**src/rtl/zombie_pkg.sv**
```systemverilog
// Sprite-sheet geometry and per-slot configuration types shared by the
// zombie sprite engine and its slot sub-module.
package zombie_pkg;

    localparam int FRAME_W         = 48;
    localparam int FRAME_H         = 64;
    localparam int FRAMES          = 4;
    localparam int SHEET_W         = 576;
    localparam int ACTION_STRIDE   = 192;
    localparam int TYPE_STRIDE     = 36864;
    localparam int TRANSPARENT_IDX = 0;

    typedef enum logic [1:0] {
        WALK = 2'd0,
        EAT  = 2'd1,
        DIE  = 2'd2
    } zombie_action_e;

    typedef struct packed {
        logic [9:0] x;
        logic [9:0] y;
        logic [1:0] ztype;
        logic [1:0] action;
        logic       flip;
        logic       en;
    } slot_cfg_t;

    // Linear sheet offset of one texel; wide enough that no term overflows.
    function automatic logic [19:0] sheet_offset(input logic [5:0] dy,
                                                 input logic [5:0] col,
                                                 input logic [1:0] frame,
                                                 input logic [1:0] action,
                                                 input logic [1:0] ztype);
        return 20'(dy) * 20'(SHEET_W) + 20'(col)
             + 20'(frame)  * 20'(FRAME_W)
             + 20'(action) * 20'(ACTION_STRIDE)
             + 20'(ztype)  * 20'(TYPE_STRIDE);
    endfunction

endpackage

```
**src/rtl/zombie_slot.sv**
```systemverilog
// One zombie instance: double-buffered configuration, animation frame counter,
// and the combinational hit test / sheet address for the current pixel.
module zombie_slot
    import zombie_pkg::*;
#(
    parameter logic [1:0] ONESHOT_ACTION = DIE
) (
    input  logic        vga_clk,
    input  logic        reset_n,
    input  logic        frame_start,
    input  logic        step,
    input  logic        shadow_we,
    input  slot_cfg_t   cfg,
    input  logic [9:0]  DrawX,
    input  logic [9:0]  DrawY,
    output logic        hit,
    output logic [19:0] addr
);

    slot_cfg_t  shadow, active, eff;
    logic [1:0] frame, frame_next;
    logic       restart;
    logic [10:0] dx, dy;
    logic [5:0]  col;

    // NOTE: all state uses non-blocking assignments so every register samples
    // pre-edge values; the commit therefore sees the shadow before a same-cycle write.
    // NOTE: slot registers are plain flops, not a RAM, so reset clears them all
    // and a mid-frame reset hides every zombie at once.
    always_ff @(posedge vga_clk or negedge reset_n) begin
        if (!reset_n) begin
            shadow <= '0;
            active <= '0;
            frame  <= '0;
        end else begin
            if (shadow_we)
                shadow <= cfg;
            if (frame_start) begin
                active <= shadow;
                frame  <= frame_next;
            end
        end
    end

    // NOTE: every always_comb output gets a default first so no latch is inferred.
    always_comb begin
        restart    = (shadow.ztype  != active.ztype)
                  || (shadow.action != active.action)
                  || (shadow.en && !active.en);
        frame_next = frame;
        if (frame_start) begin
            if (restart)
                frame_next = '0;
            else if (step) begin
                if (shadow.action == ONESHOT_ACTION)
                    frame_next = (frame == 2'(FRAMES - 1)) ? frame : frame + 2'd1;
                else
                    frame_next = frame + 2'd1;
            end
        end
    end

    // Forward the commit so the frame_start pixel already uses the new set.
    always_comb begin
        eff  = frame_start ? shadow : active;
        dx   = {1'b0, DrawX} - {1'b0, eff.x};
        dy   = {1'b0, DrawY} - {1'b0, eff.y};
        hit  = eff.en && (DrawX >= eff.x) && (DrawY >= eff.y)
            && (dx < 11'(FRAME_W)) && (dy < 11'(FRAME_H));
        col  = eff.flip ? 6'(FRAME_W - 1) - dx[5:0] : dx[5:0];
        addr = sheet_offset(dy[5:0], col, frame_next, eff.action, eff.ztype);
    end

endmodule

```
**src/rtl/zombie_sprite_engine.sv**
```systemverilog
// Multi-slot zombie renderer: animation divider, lowest-index priority mux and
// the three-stage address -> ROM -> pixel pipeline.
module zombie_sprite_engine
    import zombie_pkg::*;
#(
    parameter int         N_SLOTS        = 8,
    parameter int         ANIM_DIV       = 6,
    parameter logic [1:0] ONESHOT_ACTION = DIE,
    parameter int         ADDR_W         = 18,
    parameter int         IDX_W          = 7,
    localparam int        SLOT_W         = (N_SLOTS > 1) ? $clog2(N_SLOTS) : 1
) (
    input  logic              vga_clk,
    input  logic              reset_n,
    input  logic              frame_start,
    input  logic [9:0]        DrawX,
    input  logic [9:0]        DrawY,
    input  logic              blank,
    input  logic              cfg_we,
    input  logic [SLOT_W-1:0] cfg_slot,
    input  logic [9:0]        cfg_x,
    input  logic [9:0]        cfg_y,
    input  logic [1:0]        cfg_type,
    input  logic [1:0]        cfg_action,
    input  logic              cfg_flip,
    input  logic              cfg_en,
    output logic [ADDR_W-1:0] rom_addr,
    input  logic [IDX_W-1:0]  rom_q,
    output logic [IDX_W-1:0]  pix_idx,
    output logic              pix_opaque
);

    logic [5:0]   div_cnt;
    logic         step;
    slot_cfg_t    cfg_word;
    logic [N_SLOTS-1:0] slot_hit;
    logic [19:0]  slot_addr [N_SLOTS];
    logic         any_hit;
    logic [19:0]  win_addr;
    logic         hit_d1, blank_d1, hit_d2, blank_d2;
    logic         opaque_next;

    assign step     = frame_start && (div_cnt == 6'(ANIM_DIV - 1));
    assign cfg_word = '{x: cfg_x, y: cfg_y, ztype: cfg_type, action: cfg_action,
                        flip: cfg_flip, en: cfg_en};

    always_ff @(posedge vga_clk or negedge reset_n) begin
        if (!reset_n)
            div_cnt <= '0;
        else if (frame_start)
            div_cnt <= step ? '0 : div_cnt + 6'd1;
    end

    for (genvar s = 0; s < N_SLOTS; s++) begin : g_slot
        zombie_slot #(.ONESHOT_ACTION(ONESHOT_ACTION)) u_slot (
            .vga_clk     (vga_clk),
            .reset_n     (reset_n),
            .frame_start (frame_start),
            .step        (step),
            .shadow_we   (cfg_we && (cfg_slot == SLOT_W'(s))),
            .cfg         (cfg_word),
            .DrawX       (DrawX),
            .DrawY       (DrawY),
            .hit         (slot_hit[s]),
            .addr        (slot_addr[s])
        );
    end

    // Scan from the top so the lowest hitting index overwrites last and wins.
    always_comb begin
        any_hit  = 1'b0;
        win_addr = '0;
        for (int s = N_SLOTS - 1; s >= 0; s--) begin
            if (slot_hit[s]) begin
                any_hit  = 1'b1;
                win_addr = slot_addr[s];
            end
        end
    end

    assign opaque_next = hit_d2 && blank_d2 && (rom_q != IDX_W'(TRANSPARENT_IDX));

    always_ff @(posedge vga_clk or negedge reset_n) begin
        if (!reset_n) begin
            rom_addr   <= '0;
            hit_d1     <= 1'b0;
            blank_d1   <= 1'b0;
            hit_d2     <= 1'b0;
            blank_d2   <= 1'b0;
            pix_idx    <= '0;
            pix_opaque <= 1'b0;
        end else begin
            rom_addr   <= any_hit ? ADDR_W'(win_addr) : '0;
            hit_d1     <= any_hit;
            blank_d1   <= blank;
            hit_d2     <= hit_d1;
            blank_d2   <= blank_d1;
            pix_idx    <= opaque_next ? rom_q : '0;
            pix_opaque <= opaque_next;
        end
    end

endmodule

```
**config.mk**
```make
export PLATFORM = sky130hd
export DESIGN_NAME = zombie_sprite_engine
export DESIGN_NICKNAME = d
export VERILOG_FILES = /design/src/rtl/zombie_pkg.sv /design/src/rtl/zombie_slot.sv /design/src/rtl/zombie_sprite_engine.sv
export SDC_FILE = /design/constraint.sdc
export NUM_CORES = 1
export LEC_CHECK = 0
export ABC_AREA = 0
export ABC_CLOCK_PERIOD_IN_PS = 6300
export CORE_MARGIN = 2
export CORE_UTILIZATION = 60
export DETAILED_ROUTE_END_ITERATION = 8
export GPL_TIMING_DRIVEN = 0
export HOLD_SLACK_MARGIN = 0.05
export PLACE_DENSITY = 0.78
export SLEW_MARGIN = 20
export SYNTH_ARGS = -nofsm -noshare
export SYNTH_HDL_FRONTEND = slang
export SYNTH_SLANG_ARGS = --single-unit
```
**constraint.sdc**
```tcl
create_clock -name vga_clk -period 6.3 [get_ports vga_clk]
set_clock_uncertainty 0.05 [all_clocks]
set_input_delay 1.26 -clock vga_clk [delete_from_list [all_inputs] [get_ports vga_clk]]
set_output_delay 1.26 -clock vga_clk [all_outputs]
set_load 0.01 [all_outputs]
```
# Yosys cells after proc, flatten, opt, wreduce, memory -nomap -nowiden
# Index checks and enable logic that the tools add are counted.
[word_totals]
ff_bits = 468
latchBits = 0
mem_bits_rw = 0
mem_bits_ro = 0
inputBits = 61
out_inout_bits = 26
wordCells = 433
mem_count = 0
[op_classes]
n_addsub = 65
mul = 32
div_mod_pow = 0
order_cmp = 32
eq_ne = 40
shift = 0
muxes = 75
bitwise_logic = 0
reduce_logical = 77
[op_table]
columns = ["operator", "n"]
rows = [
  ["26-bit 2-to-1 mux", 8],
  ["10-bit by 10-bit subtractor with 11-bit output", 16],
  ["18-bit 2-to-1 mux", 9],
  ["10-bit >= comparator", 16],
  ["18-bit by 10-bit adder with 18-bit output", 8],
  ["18-bit adder", 8],
  ["18-bit by 8-bit adder with 18-bit output", 8],
  ["16-bit by 6-bit adder with 17-bit output", 8],
  ["11-bit by 6-bit < comparator with 1-bit output, second input constant", 8],
  ["11-bit by 7-bit < comparator with 1-bit output, second input constant", 8],
  ["6-bit by 4-bit multiplier with 10-bit output, second input constant", 8],
  ["2-bit 2-to-1 mux", 40],
  ["2-bit by 2-bit multiplier with 4-bit output, second input constant", 16],
  ["6-bit 2-to-1 mux", 9],
  ["1-bit logical AND", 51],
  ["2-bit by 4-bit multiplier with 6-bit output, second input constant", 8],
  ["6-bit subtractor, first input constant", 8],
  ["2-bit equality test, second input constant", 16],
  ["2-bit inequality test", 16],
  ["2-bit by 1-bit adder with 2-bit output, second input constant", 8],
  ["1-bit logical OR", 16],
  ["3-bit equality test, second input constant", 4],
  ["1-bit logical NOT", 8],
  ["1-bit 2-to-1 mux", 8],
  ["7 further kinds", 8],
]

# Longest topological paths before layout
[logic_depth]
ltp_word = 19
depth_mapped = 31
depth_no_buf = 26

# Cells and area by module
# From an unflattened synthesis, not the netlist that was laid out.
[hier_totals]
hier_cells = 3428
area_unflattened_um2 = 34470.6
[by_module_without_submodules]
columns = ["module", "n_inst", "cells_per_inst", "area_per_inst_um2"]
rows = [
  ["zombie_slot (g_slot[2].u_slot ...)", 4, 396, 3997.6],
  ["zombie_slot (g_slot[1].u_slot)", 1, 404, 4073.9],
  ["zombie_slot (g_slot[7].u_slot)", 1, 403, 4060.1],
  ["zombie_slot (g_slot[0].u_slot)", 1, 399, 4055.1],
  ["zombie_slot (g_slot[5].u_slot)", 1, 390, 3948.8],
  ["zombie_sprite_engine", 1, 248, 2342.2],
]

# Least setup slack after synthesis
# No wires, ideal clock.
[synth_path]
path_type = "input to register"
startpoint = "input port frame_start"
endpoint = "register rom_addr[16]"
setup_time_ns = 0.126
arrival_time_ns = 6.972
t_required_ns = 6.124
path_slack_ns = -0.847
cell_stages = 27
n_path_buf = 5
cell_sequence = "buf_2 > buf_2 > buf_1 > buf_2 > clkbuf_1 > mux2i_1 > ha_1 > nor2b_1 > o31a_1 > o21a_1 > nor2_1 > xnor2_1 > ha_1 > ha_1 > a21o_1 > a21oi_1 > xnor2_1 > ha_1 > ha_1 > and3_1 > nor2_1 > nor4b_1 > o21ai_0 > xor2_1 > o221ai_1 > a211oi_1 > nor3_1"
[synth_via]
elab_chain_cells = 17
elab_cells_between_ends = 210
classes_between = "56 x add/sub; 32 x mul; 32 x order compare; 57 x mux; 33 x reduce/logical"
[synth_rtl]
columns = ["element", "line", "rtl"]
rows = [
  ["start, declared", "zombie_sprite_engine.sv:15", "input logic frame_start,"],
  ["branches (longest 16 deep; another with 18-bit by 8-bit adder with 18-bit output)", "--", ""],
  ["18-bit 2-to-1 mux (*)", "zombie_sprite_engine.sv:93", "rom_addr <= any_hit ? ADDR_W'(win_addr) : '0;"],
  ["end signal, assigned", "zombie_sprite_engine.sv:93", ""],
  ["end, declared", "zombie_sprite_engine.sv:27", "output logic [ADDR_W-1:0] rom_addr,"],
]
# Every way passes the cells marked *.
# A chain may end at the register's enable or synchronous reset.

==> results.yml <==
cts:
  clock_sink_count: 468
  clk_pin_slew_worst_paths_ns: 0.06
  hold_buffers: 0
  max-clock-path-buffers: 3
  cts_root_buffer: "sky130_fd_sc_hd__clkbuf_16"
  htreeDepth: 2
  tritoncts: "done"
  cts-buffers-inserted: 52
  clock_insertion_delay_worst_skew_ns: 0.66
sta:
  transition_at_the_pin_with_the_smallest_max_transition_slack_ns: 1.08
  timing.final.setup_violations: 0
  timing.fmax_mhz: 160
  timing_hold_violations_final: 0
  relSlewSlack_pct: 28.0
  final.min_clock_period_ns: 6.26
  min_period_over_period_pct: 99.3
  whs_ns: 0.306
  timing.final.ws_setup_ns: 0.0435
  final_slew_violations: 0
floorplanning:
  i_o_pin_cnt: 87
  area_of_the_placeable_core_sq_um: 54900
  placementRows: 86
  initial_utilization_pct: 60.5
  chipWidth_um: 239
  die_area_sq_um: 57200
  die_y_um: 239
layout:
  filler_cell_count: 4086
  areaGrowthSynthToFinish_pct: 14.8
  finish.utilization_pct: 69.4
  final_layout_size_suffix_gt1_share_pct: 16.2
  nNetsFinal: 3899
  antenna_cells: 0
synth:
  yosys-top-cells-count: "468 x sky130_fd_sc_hd__dfrtp_1, 384 x sky130_fd_sc_hd__ha_1, 352 x sky130_fd_sc_hd__inv_1, 256 x sky130_fd_sc_hd__mux2_2, 181 x sky130_fd_sc_hd__mux2i_1"
  ys_types: 93
  number_of_flops_mapped_to_enable_cells_by_yosys: 0
  yosys_most_used_dff: "sky130_fd_sc_hd__dfrtp_1"
  synth.top_cells.by_area: "sky130_fd_sc_hd__dfrtp_1 35%, sky130_fd_sc_hd__ha_1 14%, sky130_fd_sc_hd__mux2_2 8.7%"
  yosys.cell_count.top_type: "sky130_fd_sc_hd__dfrtp_1"
  synthArstFlopShare_pct: 100
  syn_area_per_cell_sq_um: 10.3
  post_synth_instance_area_sq_um: 33200
  synthesis.yosys.warnings: 0
  synth_top_cell_by_area: "sky130_fd_sc_hd__dfrtp_1"
  syn-num-nets: 3730
  syn-instance-count: 3237
  synth.yosys.seq_area_share_pct: 35.3
  ys_seq_elements: 468
  synth_largest_type_area_fraction_pct: 35.3
placed_design:
  detailedPlace.worstSlack_ns: -2.18
  port-buffer-count: 81
  gp_congestion: 0.977
  hpwl_um: 75300
critical_path:
  critical_path.max_fanout: 10
  arrival_ns: 6.70
  critPathCaptureType: "flip-flop"
  cp.required_ns: 6.74
  start_kind: "input port"
  criticalPathCategory: "input port to flip-flop"
grt:
  grt_overflow: 0
  grt_start_max_net_pins: 94
  grt_pass1_vias: 26100
  antenna_found_initial: 6
  grtUsageTotal_pct: 34.9
  grt_pass1_wl_um: 150000
power_and_ir_drop:
  pwr-share-clk_pct: 18.8
  total_leakage_power_nw: 18.2
  power.share.combinational_pct: 57.9
  sw_frac_of_total_pct: 42.7
  power_density_nw_per_um2: 457
  finalPower_mw: 17.4
  irDropWorstVdd_mv: 0.278
  switchingPower_mw: 7.44
  seq_power_share_pct: 23.2
  cellInternalPower_mw: 9.97
flow_run:
  max-cap-violations: 0
drt:
  ant_nets: 0
  vias: 25900
  routed_via_density: 6.24
  detail_route.iter0.violations: 2069
  drc_violations_left: 0
  drt_first_pass_iters: 5
  detail_route.wl_per_cell_um: 24.1
  routed_wirelength_um: 99900
worst_hold_path:
  hp-class: "flip-flop to flip-flop"
run_status:
  outcome: "finished clean"
final cells by class:
type / instances / area, sq um / area share [%]
plain buffers: 80 / 596 / 1.56
clock buffers: 72 / 1550 / 4.06
clock inverters: 23 / 317 / 0.831
inverters: 355 / 1340 / 3.52
multi-input cells: 2331 / 20400 / 53.7
flip-flops and latches: 468 / 11700 / 30.8
well taps: 704 / 881 / 2.31
repair buffers: 118 / 1250 / 3.29
flip-flops by register name, indices dropped and copies added (netlist names):
register              cells
g_slot.u_slot.shadow    208
pix_idx                   7
g_slot.u_slot.active    208
blank_d2                  1
g_slot.u_slot.frame      16
blank_d1                  1
div_cnt                   6
pix_opaque                1
hit_d1                    1
hit_d2                    1
rom_addr                 18
through the flow:
step / TNS [ns] / instance area [sq um] / cells
5_1_grt: -0.0349 / 38100 / 4151
3_3_place_gp: -7421.52 / 35000 / 4022
6_report: 0 / 38100 / 4151
4_1_cts: -0.00506 / 37500 / 4129
3_5_place_dp: -25.63 / 35200 / 4028
2_1_floorplan: 0 / 33300 / 3237
worst max-delay path, cell delays in order:
cell and delay (ns):
sky130_fd_sc_hd__buf_16 0.14, sky130_fd_sc_hd__buf_12 0.13, sky130_fd_sc_hd__buf_6 0.17, sky130_fd_sc_hd__mux2_2 0.28
sky130_fd_sc_hd__ha_1 0.18, sky130_fd_sc_hd__inv_1 0.06, sky130_fd_sc_hd__fa_1 0.41, sky130_fd_sc_hd__a21oi_2 0.17
sky130_fd_sc_hd__inv_1 0.07, sky130_fd_sc_hd__a21oi_2 0.18, sky130_fd_sc_hd__xor2_2 0.31, sky130_fd_sc_hd__inv_1 0.14
sky130_fd_sc_hd__ha_1 0.32, sky130_fd_sc_hd__ha_1 0.23, sky130_fd_sc_hd__fa_1 0.41, sky130_fd_sc_hd__xor2_1 0.19
sky130_fd_sc_hd__ha_1 0.19, sky130_fd_sc_hd__ha_1 0.29, sky130_fd_sc_hd__and3_1 0.22, sky130_fd_sc_hd__a21o_1 0.18
sky130_fd_sc_hd__a21oi_2 0.18, sky130_fd_sc_hd__xor2_1 0.27, sky130_fd_sc_hd__o221ai_1 0.19, sky130_fd_sc_hd__a211oi_2 0.44
sky130_fd_sc_hd__a211oi_2 0.09
power groups by stage:
stage	clock network [mW]	registers [mW]	logic [mW]
2_1_floorplan	0	3.97	7.09
3_3_place_gp	0	4.05	9.03
3_5_place_dp	0	4.07	9.35
4_1_cts	3.31	4.03	9.63
5_1_grt	3.43	4.12	11.1
6_report	3.28	4.05	10.1
worst paths after layout:
| check | slack, ns | startpoint | cells after the start | end |
|---|---|---|---|---|
| min reg2reg | 0.31 | blank_d1$_DFF_PN0_ | 0 | blank_d2$_DFF_PN0_ |
| max in group asynchronous | 3.94 | reset_n | 4 | rom_addr[14]$_DFF_PN0_ |
| min | 0.31 | blank_d1$_DFF_PN0_ | 0 | blank_d2$_DFF_PN0_ |
| max | 0.04 | frame_start | 25 | rom_addr[15]$_DFF_PN0_ |
| max reg2reg | 0.37 | div_cnt[1]$_DFFE_PN0P_ | 23 | rom_addr[16]$_DFF_PN0_ |
| min in group asynchronous | 0.57 | reset_n | 1 | g_slot[6].u_slot.shadow[4]$_DFFE_PN0P_ |
what timing repair did:
action | in CTS | in global routing
resized for setup | 86 | 98
pin swaps | 13 | 27
endpoints found under the setup margin | 18 | 8
setup buffers | 8 | 22
cloned | 0 | 1
endpoints found under the hold margin | 0 | 0
cells by family after synthesis:
group | Yosys count | share of synthesized area [%]
adders and majority gates | 432 | 17.4
muxes | 438 | 14.2
xor gates and xnor gates | 249 | 6.57
AOI/OAI and AO/OA | 661 | 12.8
and+or+nand+nor | 551 | 8.77
buffers and inverters | 438 | 5.06
DFF | 468 | 35.3
layout by cell type (no fill, tap or decap), types with 16 or more instances in the layout:
cell	instances
sky130_fd_sc_hd__a211oi_1	23
sky130_fd_sc_hd__ha_1	377
sky130_fd_sc_hd__nor4_1	16
sky130_fd_sc_hd__xnor2_1	128
sky130_fd_sc_hd__clkbuf_16	55
sky130_fd_sc_hd__a21oi_1	157
sky130_fd_sc_hd__clkbuf_8	19
sky130_fd_sc_hd__nand3_1	33
sky130_fd_sc_hd__mux2i_1	164
sky130_fd_sc_hd__o21ai_0	152
sky130_fd_sc_hd__a22oi_1	22
sky130_fd_sc_hd__nand2_1	123
sky130_fd_sc_hd__mux2_2	256
sky130_fd_sc_hd__nor2_1	125
sky130_fd_sc_hd__inv_1	350
sky130_fd_sc_hd__dfrtp_1	468
sky130_fd_sc_hd__clkdlybuf4s50_1	72
sky130_fd_sc_hd__nor2b_1	58
sky130_fd_sc_hd__nor3_1	33
sky130_fd_sc_hd__o21a_1	38
sky130_fd_sc_hd__clkbuf_1	45
sky130_fd_sc_hd__a21oi_2	19
sky130_fd_sc_hd__a31oi_1	27
sky130_fd_sc_hd__xor2_1	100
sky130_fd_sc_hd__a21o_1	64
sky130_fd_sc_hd__buf_4	34
sky130_fd_sc_hd__and3_1	22
sky130_fd_sc_hd__o211ai_1	19
sky130_fd_sc_hd__nand2b_1	34
sky130_fd_sc_hd__fa_1	45
per-layer routing:
layer | vias to the layer above | routed length, um | global-route usage, %
met5 | - | 22 | 0
li1 | 11700 | - | -
met2 | 975 | 44900 | 55.1
met4 | 4 | 5360 | 16.6
met3 | 291 | 7740 | 7.53
met1 | 12900 | 41900 | 46.0
Note: power is estimated with default switching activity, not from simulation.
